[config.mk]
export PLATFORM = sky130hd
export DESIGN_NAME = shift_add_mult
export DESIGN_NICKNAME = d
export VERILOG_FILES = /design/src/rtl/shift_add_mult_pkg.sv /design/src/rtl/shift_add_mult_control.sv /design/src/rtl/shift_add_mult.sv
export SDC_FILE = /design/constraint.sdc
export NUM_CORES = 1
export LEC_CHECK = 0
export CORE_MARGIN = 4
export CORE_UTILIZATION = 52
export CTS_CLUSTER_DIAMETER = 200
export CTS_CLUSTER_SIZE = 28
export DETAILED_ROUTE_END_ITERATION = 8
export PLACE_DENSITY_LB_ADDON = 0.12
export SLEW_MARGIN = 20
export SYNTH_ARGS = -nofsm -noshare
export SYNTH_HDL_FRONTEND = slang
export SYNTH_SLANG_ARGS = --single-unit
[constraint.sdc]
create_clock -name clk -period 2.55 [get_ports clk]
set_clock_uncertainty 0.1 [all_clocks]
set_input_delay 0.255 -clock clk [delete_from_list [all_inputs] [get_ports clk]]
set_output_delay 0.255 -clock clk [all_outputs]
set_load 0.01 [all_outputs]
[src/rtl/shift_add_mult_pkg.sv]
// Shared types and constants for the shift-and-add multiplier.
package shift_add_mult_pkg;

  // Default operand width in bits.
  localparam int unsigned DEFAULT_N = 4;

  // Control FSM states.
  typedef enum logic [1:0] {
    ST_IDLE = 2'd0,
    ST_CALC = 2'd1,
    ST_DONE = 2'd2
  } state_e;

endpackage : shift_add_mult_pkg

[src/rtl/shift_add_mult_control.sv]
// Control for the shift-and-add multiplier: sequencing FSM and bit counter.
// Drives load/shift strobes into the datapath, plus the busy/done status.
module mult_control
  import shift_add_mult_pkg::*;
#(
  parameter int unsigned N = DEFAULT_N
) (
  input  logic   clk,
  input  logic   rst,      // asynchronous, active-low
  input  logic   start_i,
  input  logic   zero_i,   // an operand is zero at the start edge
  output logic   load_o,
  output logic   shift_o,
  output logic   busy_o,
  output logic   done_o,
  output state_e state_o   // debug view of the FSM state
);

  localparam int unsigned CW = $clog2(N + 1);

  state_e        state_q, state_d;
  logic [CW-1:0] cnt_q, cnt_d;

  // State and counter registers; reset aborts any operation in progress.
  always_ff @(posedge clk or negedge rst) begin
    if (!rst) begin
      state_q <= ST_IDLE;
      cnt_q   <= '0;
    end else begin
      state_q <= state_d;
      cnt_q   <= cnt_d;
    end
  end

  // Next-state, counter and strobe decode.
  always_comb begin
    state_d = state_q;
    cnt_d   = cnt_q;
    load_o  = 1'b0;
    shift_o = 1'b0;
    case (state_q)
      ST_IDLE, ST_DONE: begin
        if (start_i) begin
          load_o = 1'b1;
          if (zero_i) begin
            // Zero operand: the product is known, skip the iteration.
            state_d = ST_DONE;
          end else begin
            state_d = ST_CALC;
            cnt_d   = CW'(N);
          end
        end else if (state_q == ST_DONE) begin
          state_d = ST_IDLE;
        end
      end
      ST_CALC: begin
        shift_o = 1'b1;
        cnt_d   = cnt_q - CW'(1);
        if (cnt_q == CW'(1)) state_d = ST_DONE;
      end
      default: state_d = ST_IDLE;
    endcase
  end

  assign busy_o  = (state_q == ST_CALC);
  assign done_o  = (state_q == ST_DONE);
  assign state_o = state_q;

endmodule : mult_control

[src/rtl/shift_add_mult.sv]
// Sequential shift-and-add unsigned multiplier, one multiplier bit per cycle.
//
// Handshake: start is sampled on each rising edge while busy=0 (IDLE or
// DONE); an accepting edge captures a and b. busy stays high for the N
// iteration cycles, then done pulses for exactly one cycle with p valid.
// start is ignored while busy=1; p holds its value until the next accepted
// start. Asserting start during the done cycle chains the next operation
// with no idle gap.
module shift_add_mult
  import shift_add_mult_pkg::*;
#(
  parameter int unsigned N = DEFAULT_N
) (
  input  logic           clk,
  input  logic           rst,
  input  logic           start,
  input  logic [N-1:0]   a,
  input  logic [N-1:0]   b,
  output logic           busy,
  output logic           done,
  output logic [2*N-1:0] p
);

  logic [N-1:0] ma_q, ma_d;   // multiplicand
  logic [N-1:0] hi_q, hi_d;   // accumulator (upper product half)
  logic [N-1:0] mb_q, mb_d;   // multiplier, shifted out as product low half fills
  logic [N:0]   sum;
  logic         zero;
  logic         load;
  logic         shift;
  state_e       ctrl_state;

  assign zero = (a == '0) || (b == '0);

  mult_control #(.N(N)) u_ctrl (
    .clk     (clk),
    .rst     (rst),
    .start_i (start),
    .zero_i  (zero),
    .load_o  (load),
    .shift_o (shift),
    .busy_o  (busy),
    .done_o  (done),
    .state_o (ctrl_state)
  );

  // Conditional add of the multiplicand, with one carry bit of headroom.
  always_comb begin
    sum = {1'b0, hi_q} + (mb_q[0] ? {1'b0, ma_q} : '0);
  end

  // Datapath next-state: load (clearing mb on a zero operand so p reads 0)
  // or shift {carry, hi, mb} right by one.
  always_comb begin
    ma_d = ma_q;
    hi_d = hi_q;
    mb_d = mb_q;
    if (load) begin
      ma_d = a;
      hi_d = '0;
      mb_d = zero ? '0 : b;
    end else if (shift) begin
      hi_d = sum[N:1];
      mb_d = {sum[0], mb_q[N-1:1]};
    end
  end

  // Datapath registers.
  always_ff @(posedge clk or negedge rst) begin
    if (!rst) begin
      ma_q <= '0;
      hi_q <= '0;
      mb_q <= '0;
    end else begin
      ma_q <= ma_d;
      hi_q <= hi_d;
      mb_q <= mb_d;
    end
  end

  assign p = {hi_q, mb_q};

  // busy must mirror the CALC state exactly.
  a_busy_is_calc : assert property (@(posedge clk) disable iff (!rst)
    busy == (ctrl_state == ST_CALC));

endmodule : shift_add_mult

Word-level counts from Yosys, hierarchy flattened
Cells that the tools add are included.
{ "word_totals": {"regBits": 17, "input_bits": 11, "out_inout_bits": 10, "elab_cells": 40} }
{ "op_classes": {"addsub": 2, "n_eq_ne": 7, "mux": 17, "reduce_logical": 9} }
{ "op_table": {"columns": ["cell", "n"], "rows": [
  ["4-bit two-way mux", 6],
  ["4-bit logical NOT", 2],
  ["2-bit two-way mux", 4],
  ["3-bit two-way mux", 2],
  ["3-bit one-hot mux with 2 select lines", 1],
  ["4-bit by 4-bit adder with 5-bit output", 1],
  ["2-bit inequality test, second input constant", 2],
  ["2-bit one-hot mux with 2 select lines", 1],
  ["2-bit nonzero test", 2],
  ["3-bit by 1-bit == test with 1-bit output, second input constant", 1],
  ["1-bit two-way mux", 3],
  ["3-bit inequality test, second input constant", 1],
  ["3-bit AND reduction", 1],
  ["3-bit by 1-bit subtractor with 3-bit output, second input constant", 1],
  ["2-bit by 1-bit == test with 1-bit output, second input constant", 1],
  ["2-bit == test, second input constant", 1],
  ["2-bit logical NOT", 1],
  ["2-bit by 1-bit inequality test with 1-bit output, second input constant", 1],
  ["2-bit AND reduction", 1],
  ["2-bit OR reduction", 1],
  ["1-bit logical OR", 1]
]} }

Logic depth before layout (Yosys ltp)
{ "depth": {"depth_word": 5, "mapped_depth": 6, "ltp_nobuf": 6} }

Hierarchy
A second synthesis with hierarchy kept.
{ "unflattened": {"hier_cells": 94, "hier_area_um2": 980.9} }
{ "by_module_without_submodules": {"columns": ["mod", "instances", "cells_per_inst", "area_each_um2", "seq_area_each_um2"], "rows": [
  ["shift_add_mult", 1, 65, 676.9, 300.3],
  ["mult_control", 1, 29, 304.0, 125.1]
]} }

Worst setup path after synthesis
OpenSTA, ideal clock, no wires.
{ "synth_timing": {"path_type": "register to register", "from": "reg mb_q[0]", "to": "reg hi_q[3]", "setup_ns": 0.128, "t_arrival_ns": 1.520, "required_time_ns": 2.322, "setup_slack_ns": 0.802, "path_stages_with_launch": 7, "n_path_buf": 0, "synth_period_minus_slack_ns": 1.748, "cell_sequence": "dfrtp_1 and2_1 ha_1 fa_1 a21o_1 a21oi_1 o21ai_0"} }
{ "synth_via": {"elab_chain_len": 4} }
{ "synth_rtl": {"columns": ["item", "line_no", "rtl"], "rows": [
  ["start, declared", "shift_add_mult.sv:26", "logic [N-1:0] mb_q, mb_d;"],
  ["start signal, assigned", "shift_add_mult.sv:77", "mb_q <= mb_d;"],
  ["4-bit two-way mux", "shift_add_mult.sv:49", "sum = {1'b0, hi_q} + (mb_q[0] ? {1'b0, ma_q} : '0);"],
  ["4-bit by 4-bit adder with 5-bit output", "shift_add_mult.sv:49", null],
  ["4-bit two-way mux", "shift_add_mult.sv:62", "end else if (shift) begin"],
  ["4-bit two-way mux", "shift_add_mult.sv:58", "if (load) begin"],
  ["end signal, assigned", "shift_add_mult.sv:76", "hi_q <= hi_d;"],
  ["end, declared", "shift_add_mult.sv:25", "logic [N-1:0] hi_q, hi_d;"]
]} }
No other way between the ends. The select of a mux whose other input is x is not followed.
A chain may end at the register's enable or synchronous reset.

Worst setup path in the final report
{ "layout_timing": {"from": "reg u_ctrl.state_q[0], in the netlist u_ctrl.state_o[0]", "to": "out busy"} }
{ "layout_via": {"elab_chain_len": 1} }
{ "layout_rtl": {"columns": ["item", "line_no", "rtl"], "rows": [
  ["start, declared", "shift_add_mult_control.sv:21", "state_e state_q, state_d;"],
  ["start signal, assigned", "shift_add_mult_control.sv:30", "state_q <= state_d;"],
  ["2-bit by 1-bit == test with 1-bit output", "shift_add_mult_control.sv:65", "assign busy_o = (state_q == ST_CALC);"],
  ["end, declared", "shift_add_mult.sv:19", "output logic busy,"]
]} }
No other way between the ends.

==> flow_metrics.env <==
export IMPL_fin_nets=130
export IMPL_num_vias=749
export IMPL_setup_viol=0
export IMPL_ys_seq_area_share_pct=46.6
export IMPL_clockRootBuffer="clkbuf_4"
export IMPL_ios=21
export IMPL_clk_pin_slew_worst_paths_ns=0.10
export IMPL_grt_pass1_vias=765
export IMPL_p_int_w=0.000828
export IMPL_p_per_area_nw_per_um2=1190
export IMPL_cts_sinks=17
export IMPL_io_buffers=20
export IMPL_total_power_w=0.00135
export IMPL_routedWlPerCell_um=14.4
export IMPL_drt_first_pass_iters=4
export IMPL_syn_area_per_cell_um2=10.1
export IMPL_dp_cells=123
export IMPL_status="finished clean"
export IMPL_worstPathRequired_ns=2.19
export IMPL_n_fill_cell=133
export IMPL_final_hold_violation_count=0
export IMPL_grt_pass1_wl_um=3240
export IMPL_final_area_um2=1140
export IMPL_arrival_ns=1.67
export IMPL_synth_nets=108
export IMPL_initial_core_util_pct=57.9
export IMPL_post_route_min_period_ns=2.02
export IMPL_synth_top_area_share_pct=46.6
export IMPL_stdcell_count=127
export IMPL_rows=14
export IMPL_max_slew_margin_pct=48.8
export IMPL_drv_cap=0
export IMPL_finalMaxSlewViolations=0
export IMPL_p_comb_share_pct=53.2
export IMPL_critPathSlowestCell="clkdlybuf4s50_1"
export IMPL_cts_tree="built"
export IMPL_clk_latency_ns=0.28
export IMPL_synth_area_leader_cell="dfrtp_1"
export IMPL_grt_usage_pct=16.8
export IMPL_gr_total_overflow=0
export IMPL_die_area_um2=2490
export IMPL_ant_nets=0
export IMPL_syn_area_um2=912
export IMPL_grt_max_degree=20
export IMPL_cts_hold_fix_buffers=0
export IMPL_final_cell_mix="20 x clkdlybuf4s50_1, 17 x dfrtp_1, 12 x nand2_1"
export IMPL_syn_to_final_growth_pct=25.1
export IMPL_hp_class="input port to asynchronous set/reset pin"
export IMPL_netlist_instances=90
export IMPL_hold_slack_ns=0.312
export IMPL_post_cts_buffers=0
export IMPL_power_switching_w=0.000527
export IMPL_tightest_slew_ns=0.765
export IMPL_cts_path_max_buffers=2
export IMPL_antenna_found_initial=0
export IMPL_end_kind="output pin"
export IMPL_viasPerCell=5.90
export IMPL_rsz0062_at_grt="false"
export IMPL_place_area_um2=1110
export IMPL_ys_ff_latch=17
export IMPL_ys_top_cells_by_area="dfrtp_1 47%, ha_1 8.2%, mux2_2 4.9%, nand2_1 4.9%, a21oi_1 3.8%"
export IMPL_drc=0
export IMPL_ys_types=31
export IMPL_p_clk_share_pct=10.5
export IMPL_post_cts_resize_count=0
export IMPL_crit_fanout=10
export IMPL_cp_start_kind="register"
export IMPL_drive_above_1_share_pct=9.01
export IMPL_drtIter0Drc=12
export IMPL_ys_warn_count=0
export IMPL_die_height_um=49.9
export IMPL_fin_crit_sh_pct=79.3
export IMPL_place_congestion=0.840
export IMPL_diodes=0
export IMPL_slowest_delay_ns=0.57
export IMPL_chipWidth_um=49.9
export IMPL_final_seq_area_um2=425
export IMPL_ir_drop_mv=0.691
export IMPL_multi_input_area_um2=450
export IMPL_layout_commonest_cell="clkdlybuf4s50_1"
export IMPL_setup_tns_ns=0
export IMPL_p_seq_share_pct=36.3
export IMPL_path_class="register to output pin"
export IMPL_wirelength_um=1830
export IMPL_fmax_mhz=495
export IMPL_cts_max_level=1
export IMPL_crit_path_cell_trace="or2b_1 -> inv_2 -> clkdlybuf4s50_1"
export IMPL_core_area_um2=1580
export IMPL_numCtsBuffers=3
export IMPL_p_sw_share_pct=38.9
export IMPL_leakagePower_nw=0.520
export IMPL_dp_hpwl_um=1390
==> final timing paths <==
| check | startpoint | end | slack [ns] | depth (start not counted) |
|---|---|---|---|---|
| max in group asynchronous | rst | hi_q[3]$_DFFE_PN0P_ | 1.56 | 1 |
| min in group clk | ma_q[3]$_DFFE_PN0P_ | ma_q[3]$_DFFE_PN0P_ | 0.40 | 1 |
| setup reg to reg | mb_q[0]$_DFFE_PN0P_ | hi_q[3]$_DFFE_PN0P_ | 0.76 | 6 |
| hold reg to reg | ma_q[3]$_DFFE_PN0P_ | ma_q[3]$_DFFE_PN0P_ | 0.40 | 1 |
| setup / recovery | u_ctrl.state_o[0]$_DFFE_PN0P_ | busy | 0.53 | 3 |
| hold / removal | rst | u_ctrl.cnt_q[2]$_DFFE_PN0P_ | 0.31 | 1 |
==> power by group through the flow <==
| stage | registers, W | logic, W | clock network [W] |
|---|---|---|---|
| finish | 0.000491 | 0.000721 | 0.000142 |
| global route | 0.000514 | 0.000819 | 0.000157 |
| CTS | 0.000492 | 0.000725 | 0.000146 |
| detailed placement | 0.000498 | 0.000721 | 0 |
| global placement | 0.000491 | 0.000705 | 0 |
| floorplan | 0.000502 | 0.000454 | 0 |
==> cell type report <==
type | count | share of cell area, %
clock buffers | 4 | 2.30
repair buffers | 21 | 18.2
flip-flops and latches | 17 | 37.3
well taps | 16 | 1.75
multi-input cells | 66 | 39.5
inverters | 3 | 0.987
==> registers in the layout (all words and copies together), names as in the netlist <==
register / flops
ma_q: 4
hi_q: 4
mb_q: 4
u_ctrl.cnt_q: 3
u_ctrl.state_o: 2
==> worst max-delay path: cells and delay by family, from the launching register on <==
| kind | cells | cell delay [ns] |
|---|---|---|
| AND/OR/NAND/NOR | 1 | 0.26 |
| flip-flops | 1 | 0.38 |
| buffers and inverters | 2 | 0.74 |
==> layer usage <==
layer  wire length (µm)  share of wire, %  vias up  global-route usage (%)
met2                874                48       23                    27.1
met5                  0                 0        -                       0
met4                  0                 0        0                    6.91
met3                108               5.9        0                    3.61
li1                   -                 -      363                       -
met1                845                46      363                    21.8
==> Yosys cell counts, drive strengths merged <==
| master | instances |
|---|---|
| and2 | 4 |
| o21ai | 4 |
| fa | 1 |
| buf | 3 |
| nor2 | 2 |
| ha | 6 |
| a31oi | 4 |
| nand2 | 12 |
| or4 | 1 |
| a21oi | 7 |
| or3 | 1 |
| a31o | 1 |
| o22ai | 1 |
| and3 | 1 |
| mux2 | 4 |
| o311ai | 1 |
| clkbuf | 1 |
| dfrtp | 17 |
| or2b | 1 |
| nor4 | 2 |
| nand4 | 1 |
| a21o | 1 |
| a211o | 1 |
| xnor2 | 1 |
| nand3 | 6 |
| inv | 3 |
| nand2b | 2 |
| and2b | 1 |
==> metrics by stage <==
| stage | setup WS (ns) | util [%] |
|---|---|---|
| floorplan | 0.802 | - |
| global placement | 0.771 | 70.7 |
| detailed placement | 0.717 | 70.7 |
| CTS | 0.532 | 72.4 |
| global route | 0.467 | 72.4 |
| finish | 0.529 | 72.4 |
==> logic make-up after synthesis <==
logic type               share of synthesized area (%)
multiplexers                                      4.94
adder cells (fa/ha/maj)                           10.4
flip-flops                                        46.6
buffers and inverters                             3.98
XOR/XNOR                                         0.960
AND/OR/NAND/NOR                                   19.9
AO/OA/AOI/OAI                                     13.2
No activity file was read; power rests on OpenSTA's default activity.
